File: src/rtl/uart_transmit_if.sv
// Byte-stream handshake into the UART transmitter.
// A transfer happens on a rising edge where tx_valid and tx_ready are both high.
interface uart_transmit_if;
  logic [7:0] tx_data;
  logic       tx_valid;
  logic       tx_ready;

  modport master (output tx_data, output tx_valid, input tx_ready);
  modport slave  (input tx_data, input tx_valid, output tx_ready);
endinterface

File: src/rtl/uart_transmit.sv
// 8N1 UART transmitter fed by a small byte FIFO; frames go out back to back.
// Latency: a push into an empty idle FIFO drives the start bit one cycle later.
// Backpressure: tx_ready drops while the FIFO is full, and pushes are ignored.
module uart_transmit #(
  parameter int CLKS_PER_BIT = 868,
  parameter int FIFO_DEPTH   = 4
) (
  input  logic                              clk,
  input  logic                              rst_n,
  uart_transmit_if.slave                    s_if,
  output logic                              Tx,
  output logic                              busy,
  output logic [$clog2(FIFO_DEPTH+1)-1:0]   fifo_count
);
  localparam int CNT_W = $clog2(CLKS_PER_BIT);
  localparam int PTR_W = $clog2(FIFO_DEPTH);
  localparam int FC_W  = $clog2(FIFO_DEPTH + 1);
  localparam logic [CNT_W-1:0] BIT_LAST = CNT_W'(CLKS_PER_BIT - 1);
  localparam logic [FC_W-1:0]  FULL_CNT = FC_W'(FIFO_DEPTH);

  typedef enum logic [1:0] {IDLE, START, DATA, STOP} state_t;

  state_t             state_q, state_d;
  logic [7:0]         mem_q [FIFO_DEPTH];
  logic [7:0]         mem_d [FIFO_DEPTH];
  logic [PTR_W-1:0]   wr_ptr_q, wr_ptr_d;
  logic [PTR_W-1:0]   rd_ptr_q, rd_ptr_d;
  logic [FC_W-1:0]    count_q, count_d;
  logic [CNT_W-1:0]   bit_cnt_q, bit_cnt_d;
  logic [2:0]         bit_idx_q, bit_idx_d;
  logic [7:0]         shift_q, shift_d;
  logic               tx_q, tx_d;

  logic               push, pop, bit_done, fifo_nonempty;
  logic [7:0]         head;

  assign fifo_nonempty = (count_q != '0);
  assign s_if.tx_ready = (count_q != FULL_CNT);
  assign push          = s_if.tx_valid && s_if.tx_ready;
  assign bit_done      = (bit_cnt_q == BIT_LAST);
  assign head          = mem_q[rd_ptr_q];
  assign Tx            = tx_q;
  assign fifo_count    = count_q;

  always_ff @(posedge clk or negedge rst_n) begin
    if (!rst_n) begin
      state_q <= IDLE;
    end else begin
      state_q <= state_d;
    end
  end

  always_comb begin
    state_d = state_q;
    case (state_q)
      IDLE:    if (fifo_nonempty) state_d = START;
      START:   if (bit_done) state_d = DATA;
      DATA:    if (bit_done && (bit_idx_q == 3'd7)) state_d = STOP;
      STOP:    if (bit_done) state_d = fifo_nonempty ? START : IDLE;
      default: state_d = IDLE;
    endcase
  end

  // The head is popped only when the shift register loads it.
  always_comb begin
    pop = 1'b0;
    case (state_q)
      IDLE:    pop = fifo_nonempty;
      STOP:    pop = bit_done && fifo_nonempty;
      default: pop = 1'b0;
    endcase
    busy = (state_q != IDLE) || fifo_nonempty;
  end

  always_comb begin
    mem_d    = mem_q;
    wr_ptr_d = wr_ptr_q;
    rd_ptr_d = rd_ptr_q;
    count_d  = count_q;
    if (push) begin
      mem_d[wr_ptr_q] = s_if.tx_data;
      wr_ptr_d        = wr_ptr_q + 1'b1;
    end
    if (pop) begin
      rd_ptr_d = rd_ptr_q + 1'b1;
    end
    case ({push, pop})
      2'b10:   count_d = count_q + 1'b1;
      2'b01:   count_d = count_q - 1'b1;
      default: count_d = count_q;
    endcase
  end

  always_comb begin
    bit_cnt_d = bit_done ? '0 : bit_cnt_q + 1'b1;
    bit_idx_d = bit_idx_q;
    shift_d   = shift_q;
    tx_d      = tx_q;
    case (state_q)
      IDLE: begin
        bit_cnt_d = '0;
        tx_d      = 1'b1;
        if (pop) begin
          shift_d = head;
          tx_d    = 1'b0;
        end
      end
      START: begin
        if (bit_done) begin
          tx_d      = shift_q[0];
          bit_idx_d = 3'd0;
        end
      end
      DATA: begin
        if (bit_done) begin
          if (bit_idx_q == 3'd7) begin
            tx_d = 1'b1;
          end else begin
            // Shift right so the next data bit always sits at shift[1].
            shift_d   = {1'b0, shift_q[7:1]};
            tx_d      = shift_q[1];
            bit_idx_d = bit_idx_q + 3'd1;
          end
        end
      end
      STOP: begin
        if (bit_done) begin
          tx_d = 1'b1;
          if (pop) begin
            shift_d = head;
            tx_d    = 1'b0;
          end
        end
      end
      default: begin
        tx_d = 1'b1;
      end
    endcase
  end

  always_ff @(posedge clk or negedge rst_n) begin
    if (!rst_n) begin
      for (int i = 0; i < FIFO_DEPTH; i++) begin
        mem_q[i] <= '0;
      end
      wr_ptr_q  <= '0;
      rd_ptr_q  <= '0;
      count_q   <= '0;
      bit_cnt_q <= '0;
      bit_idx_q <= '0;
      shift_q   <= '0;
      tx_q      <= 1'b1;
    end else begin
      mem_q     <= mem_d;
      wr_ptr_q  <= wr_ptr_d;
      rd_ptr_q  <= rd_ptr_d;
      count_q   <= count_d;
      bit_cnt_q <= bit_cnt_d;
      bit_idx_q <= bit_idx_d;
      shift_q   <= shift_d;
      tx_q      <= tx_d;
    end
  end
endmodule
File: src/flat_wrapper.sv
// flat-port wrapper written by rule: the top's interface ports become plain ports
module uart_transmit_flat 
#(
  parameter int CLKS_PER_BIT = 868,
  parameter int FIFO_DEPTH   = 4
)
  (clk, rst_n, Tx, busy, fifo_count, s_if_tx_data, s_if_tx_valid, s_if_tx_ready);
  uart_transmit_if s_if_i ();
  input  logic clk;
  input  logic rst_n;
  output logic Tx;
  output logic busy;
  output logic [$clog2(FIFO_DEPTH+1)-1:0] fifo_count;
  input wire logic [$bits(s_if_i.tx_data)-1:0] s_if_tx_data;
  input wire logic [$bits(s_if_i.tx_valid)-1:0] s_if_tx_valid;
  output wire logic [$bits(s_if_i.tx_ready)-1:0] s_if_tx_ready;
  assign s_if_i.tx_data = s_if_tx_data;
  assign s_if_i.tx_valid = s_if_tx_valid;
  assign s_if_tx_ready = s_if_i.tx_ready;
  uart_transmit #(.CLKS_PER_BIT(CLKS_PER_BIT), .FIFO_DEPTH(FIFO_DEPTH)) u_core (.clk(clk), .rst_n(rst_n), .s_if(s_if_i), .Tx(Tx), .busy(busy), .fifo_count(fifo_count));
endmodule
File: config.mk
export PLATFORM = sky130hd
export DESIGN_NAME = uart_transmit_flat
export DESIGN_NICKNAME = d
export VERILOG_FILES = /design/src/rtl/uart_transmit_if.sv /design/src/rtl/uart_transmit.sv /design/src/flat_wrapper.sv
export SDC_FILE = /design/constraint.sdc
export NUM_CORES = 1
export LEC_CHECK = 0
export CORE_UTILIZATION = 45
export CTS_CLUSTER_DIAMETER = 150
export DETAILED_ROUTE_END_ITERATION = 12
export PLACE_DENSITY = 0.65
export SYNTH_ARGS = -nofsm -noshare
export SYNTH_HDL_FRONTEND = slang
export SYNTH_SLANG_ARGS = --single-unit
File: constraint.sdc
create_clock -name clk -period 2.85 [get_ports clk]
set_clock_uncertainty 0.05 [all_clocks]
set_input_delay 0.4275 -clock clk [delete_from_list [all_inputs] [get_ports clk]]
set_output_delay 0.4275 -clock clk [all_outputs]
set_load 0.005 [all_outputs]
# == Yosys cells after proc, flatten, opt, wreduce, memory -nomap -nowiden ==
# Index checks and enable logic that the tools add are counted.
# classes
addsub,6
magnitude_cmp,3
n_eq_ne,14
mux,31
bitwise,2
n_reduce_logical,15
# op_table
operator,count
$mux W8,7
$bwmux W32,1
$pmux W8 S3,1
$mux W10,2
$bmux W8 S2,1
$demux W8 S2,1
$pmux W3 S2,2
$reduce_and A4 Y1,3
$add A10 B1 Y10 const B,1
$eq A10 B10 Y1 const B,1
$ne A2 B1 Y1 const B,5
$mux W3,3
$mux W2,4
$pmux W2 S4,1
$add A3 B1 Y3 const B,2
$eq A2 B2 Y1 const B,3
$ge A3 B3 Y1 const B,2
$mux W1,6
$not A2 Y3,2
$reduce_bool A2 Y1,3
$reduce_bool A3 Y1,2
$add A2 B1 Y2 const B,2
$eq A2 B1 Y1 const B,2
$logic_and A1 B1 Y1,4
other kinds (10),10
# totals
register_bits,63
inputBits,11

# == Longest topological paths before layout ==
# depth
depth_word,7
depth_mapped,11
depth_no_buf,10

# == Least setup slack after synthesis ==
# No wires, ideal clock.
# synth_timing
path_type,reg2reg
startpoint,register u_core.bit_cnt_q[0]
endpoint,register u_core.count_q[1] (netlist: u_core.fifo_count[1])
t_arrival_ps,2280
required_ps,2675
slack_ps,395
stages_incl_launch_ff,10
synth_period_minus_slack_ps,2455
path_cell_list,dfrtp_1 ha_1 nor3b_2 a41oi_1 or3_1 buf_6 inv_1 ha_1 fa_1 mux2_2
# synth_between
elab_chain_len,5
elab_cells_between_ends,7
cone_classes,eq/ne (3); mux (2); reduce/logical (2)
# synth_rtl
element,line,rtl
from (decl),uart_transmit.sv:29,"logic [CNT_W-1:0] bit_cnt_q, bit_cnt_d;"
from (signal assigned),uart_transmit.sv:158,bit_cnt_q <= bit_cnt_d;
$eq A10 B10 Y1 (*),uart_transmit.sv:40,assign bit_done = (bit_cnt_q == BIT_LAST);
$logic_and A1 B1 Y1 (*),uart_transmit.sv:69,STOP: pop = bit_done && fifo_nonempty;
$pmux W1 S2 (*),uart_transmit.sv:67,case (state_q)
$eq A2 B1 Y1 or $eq A2 B2 Y1 (tied branches),uart_transmit.sv:87,"case ({push, pop})"
$pmux W3 S2 (*),uart_transmit.sv:87,
net u_core.count_d[1],uart_transmit.sv:28,"logic [FC_W-1:0] count_q, count_d;"
to (signal assigned),uart_transmit.sv:157,count_q <= count_d;
to (decl),uart_transmit.sv:28,
# The timed path passes the listed nets; every way through them passes the cells marked *.
# A chain may end at the register's enable or synchronous reset.

# == Final worst setup path ==
# Ends and elaborated chain as after synthesis.

==> summary.md <==
| Metric | Value |
|---|---|
| Sum of negative setup slack | `0 ps` |
| DPL Wire Length | `3650 um` |
| Commonest cells after routing, fill and taps aside | `dfrtp_1 (62), mux2_2 (35), nor2_1 (22)` |
| Buffer depth of the longest clock path | `2` |
| Nature of the critical path endpoint | `flop` |
| Critical path startpoint category | `flop` |
| Die Footprint | `7270 um2` |
| Nets | `299` |
| Count of antenna-violating nets left after detailed routing | `0` |
| Layout cell share with drive strength beyond 1 | `23.7%` |
| Remaining global-route overflow | `0` |
| Worst hold path type | `primary input to async pin` |
| Final RePlAce weighted congestion | `0.727` |
| Data arrival time at the worst-slack endpoint | `2680 ps` |
| Endpoint of the most critical setup path | `u_core.fifo_count[1]$_DFFE_PN0P_` |
| Power dissipated by switching net loads | `1.43 mW` |
| Horizontal die dimension | `85.3 um` |
| Net count after synthesis | `281` |
| Via count | `1971` |
| Cell area after synthesis | `3120 um2` |
| Cell mode on critical path | `ha_1` |
| Overall fraction of global-route tracks in use | `17.5%` |
| Actual slew at the worst max-slew pin | `790 ps` |
| Post-route fraction of the period consumed by the critical path | `87.9%` |
| Ordered list of cells on the worst path | `ha_1 -> nor3b_2 -> a41oi_1 -> or3_1 -> inv_1 -> ha_1 -> fa_1 -> mux2_2` |
| Power density normalized to cell area | `1160 nW/um2` |
| Post-detailed-routing wire length | `5480 um` |
| Sequential cell area fraction in the yosys report | `50.6%` |
| Beginning of the critical path | `u_core.bit_cnt_q[0]$_DFF_PN0_` |
| Fraction of power spent switching nets | `34.7%` |
| Clock buffer count from CTS | `9` |
| Vias in the first global route | `2036` |
| Hold_buf cts | `0` |
| Result of the run | `complete, no violations` |
| WL/cell | `15.4 um` |
| Number of cells on the critical path | `8` |
| Clock sinks | `63` |
| Height of the die | `85.3 um` |
| Critical path's top delay family | `adder cells` |
| Number of instances resized during post-cts repair | `0` |
| CP Buf/Inv Count | `1` |
| Buffers added on ports | `16` |
| Pin count of the biggest net entering global routing | `64` |
| Cells after Synth | `256` |
| Diodes inserted | `0` |
| Reg-to-reg startpoint | `u_core.bit_cnt_q[0]$_DFF_PN0_` |
| Final core occ | `54.5%` |
| Critical path class | `flop to flop` |
| Count of final setup violators | `0` |
| Relative contribution of combinational cells to total power | `40.2%` |
| Latest clock arrival within the worst-skew pair | `340 ps` |
| Internal power | `2.70 mW` |
| Syn. warnings | `0` |
| Worst path required time | `3030 ps` |
| Syn-to-layout area delta | `14.2%` |
| Buffer cell driving the clock tree root | `clkbuf_8` |
| RSZ-0062 raised after global routing | `false` |
| Starting density of the core | `47.8%` |
| I/O pins | `17` |
| Clock Pin Slew Worst Setup and Hold Paths | `70 ps` |
| Slowest CP cell | `fa_1` |
| CP max FO | `4` |
| CORE AREA | `6530 um2` |
| Antenna violations before repair | `0` |
| Setup fix buffers added after clock tree synthesis | `0` |
| Final count of hold timing violations | `0` |
| FMAX | `399 MHz` |
| H-tree levels | `3` |
| Reg power frac | `38.5%` |
| Vias per cell | `5.54` |
| Number of maximum-capacitance violations | `0` |
| Most common cell after layout, fill and taps aside | `dfrtp_1` |
| Tmin final | `2510 ps` |
| Detailed-route DRC error count | `0` |
| Proportion of power drawn by the clock network | `21.3%` |
| Worst slew margin relative to its limit | `47.4%` |
| Post-synthesis area per instance | `12.2 um2` |
| Total power draw | `4.13 mW` |
| Register-to-Register Path Depth | `8` |
| Leakage power of the design | `1.54 nW` |
| Clock tree from TritonCTS | `yes` |
| Distinct cells, synth | `39` |
| Initial drt markers | `73` |
| First drt pass iteration count | `4` |
| Max stage delay on crit path | `410 ps` |
| Slew Limit Fails | `0` |
| Row cnt | `29` |
| R2R Path End | `u_core.fifo_count[1]$_DFFE_PN0P_` |
| Post-synthesis register bit count | `63` |
| Maximum resistive drop on vdd | `524 uV` |
| Global-route wire length before repair | `9810 um` |
| FF-to-FF setup slack | `340 ps` |
## worst register-to-register path: cells and delay by family, from the launching register on
kind,cells,cell delay (ps)
AO/OA/AOI/OAI,1,140
AND/OR/NAND/NOR,2,620
buffers and inverters,1,110
flip-flops,1,390
multiplexers,1,260
adder cells (fa/ha/maj),3,820
## metal layers
metal / vias to the layer above / GRT usage [%] / routed length [um] / share of wire, %
met5: - / 0 / 0 / 0
met3: 7 / 4.47 / 175 / 3.2
met2: 30 / 27.2 / 2560 / 47
li1: 957 / - / - / -
met4: 0 / 7.42 / 87 / 1.6
met1: 977 / 23.6 / 2660 / 48
## through the flow
| stage | cells | hold WS [ps] | setup WS (ps) | instance area (um2) |
|---|---|---|---|---|
| after global routing | 356 | 264 | 177 | 3560 |
| after CTS | 356 | 222 | 337 | 3560 |
| after detailed placement | 340 | 431 | 365 | 3330 |
| after global placement | 340 | 417 | 406 | 3330 |
| final | 356 | 182 | 344 | 3560 |
| after floorplan | 256 | 81.9 | 395 | 3120 |
## layout make-up
cell class	instances	area, um2
timing repair buffer	19	178
sequential	63	1580
inverter	8	30.0
multi-input combinational	173	1450
tap	77	96.3
fill	569	2970
clock inverter	6	93.8
clock buffer	10	138
## worst min path at each step
stage                             startpoint                       endpoint  slack, ps
6_report                               rst_n  u_core.bit_cnt_q[5]$_DFF_PN0_        180
5_1_grt                                rst_n  u_core.bit_cnt_q[9]$_DFF_PN0_        260
4_1_cts                                rst_n  u_core.bit_cnt_q[6]$_DFF_PN0_        220
3_5_place_dp   u_core.bit_cnt_q[0]$_DFF_PN0_  u_core.bit_cnt_q[0]$_DFF_PN0_        430
3_3_place_gp   u_core.bit_cnt_q[0]$_DFF_PN0_  u_core.bit_cnt_q[0]$_DFF_PN0_        420
2_1_floorplan                          rst_n  u_core.bit_cnt_q[0]$_DFF_PN0_         80
## state kept, by name, summed over array words and instances (netlist names)
signal and count:
u_core.bit_idx_q 3, u_core.bit_cnt_q 10, u_core.Tx 1, u_core.mem_q 32, u_core.fifo_count 3, u_core.rd_ptr_q 2
u_core.state_q 2, u_core.shift_q 8, u_core.wr_ptr_q 2
## cells in the mapped netlist
master	n	area share (%)
dfrtp_1	62	50
mux2_2	35	13
nor2_1	22	2.6
nor3_1	16	2.6
nand2_1	14	1.7
ha_1	13	5.2
xnor2_1	9	2.5
inv_1	8	0.96
mux4_2	8	5.8
clkbuf_1	7	0.84
nor4_1	7	1.4
o2bb2ai_1	7	2.0
nand3_1	6	0.96
o21ai_0	5	0.80
xor2_1	5	1.4
a22o_1	2	0.56
a31oi_1	2	0.40
and2_1	2	0.40
and3_1	2	0.40
buf_2	2	0.32
buf_6	2	0.72
nand4_1	2	0.40
o31ai_1	2	0.48
a211o_1	1	0.28
a211oi_2	1	0.40
a21oi_1	1	0.16
a22oi_1	1	0.24
a41oi_1	1	0.28
and4_1	1	0.28
and4bb_1	1	0.40
buf_1	1	0.12
dfstp_2	1	0.84
fa_1	1	0.64
nand2b_1	1	0.20
nor2b_1	1	0.20
nor3b_1	1	0.24
nor3b_2	1	0.40
o221ai_1	1	0.28
or3_1	1	0.20
## power groups by stage
stage	Sequential [mW]	Clock [mW]	Combinational (mW)
final	1.59	0.879	1.66
after global routing	1.66	0.941	1.86
after CTS	1.60	0.906	1.67
after detailed placement	1.61	0	1.67
after global placement	1.59	0	1.63
after floorplan	1.48	0	1.40
## logic make-up after synthesis
family          after synthesis  synth area share [%]
simple gates                 78                  12.4
flops                        63                  50.6
mux                          43                  18.4
compound gates               24                  5.86
buf+inv                      20                  2.97
xor+xnor                     14                  3.93
fa+ha+maj                    14                  5.86
Power figures use the tool's default switching activity.
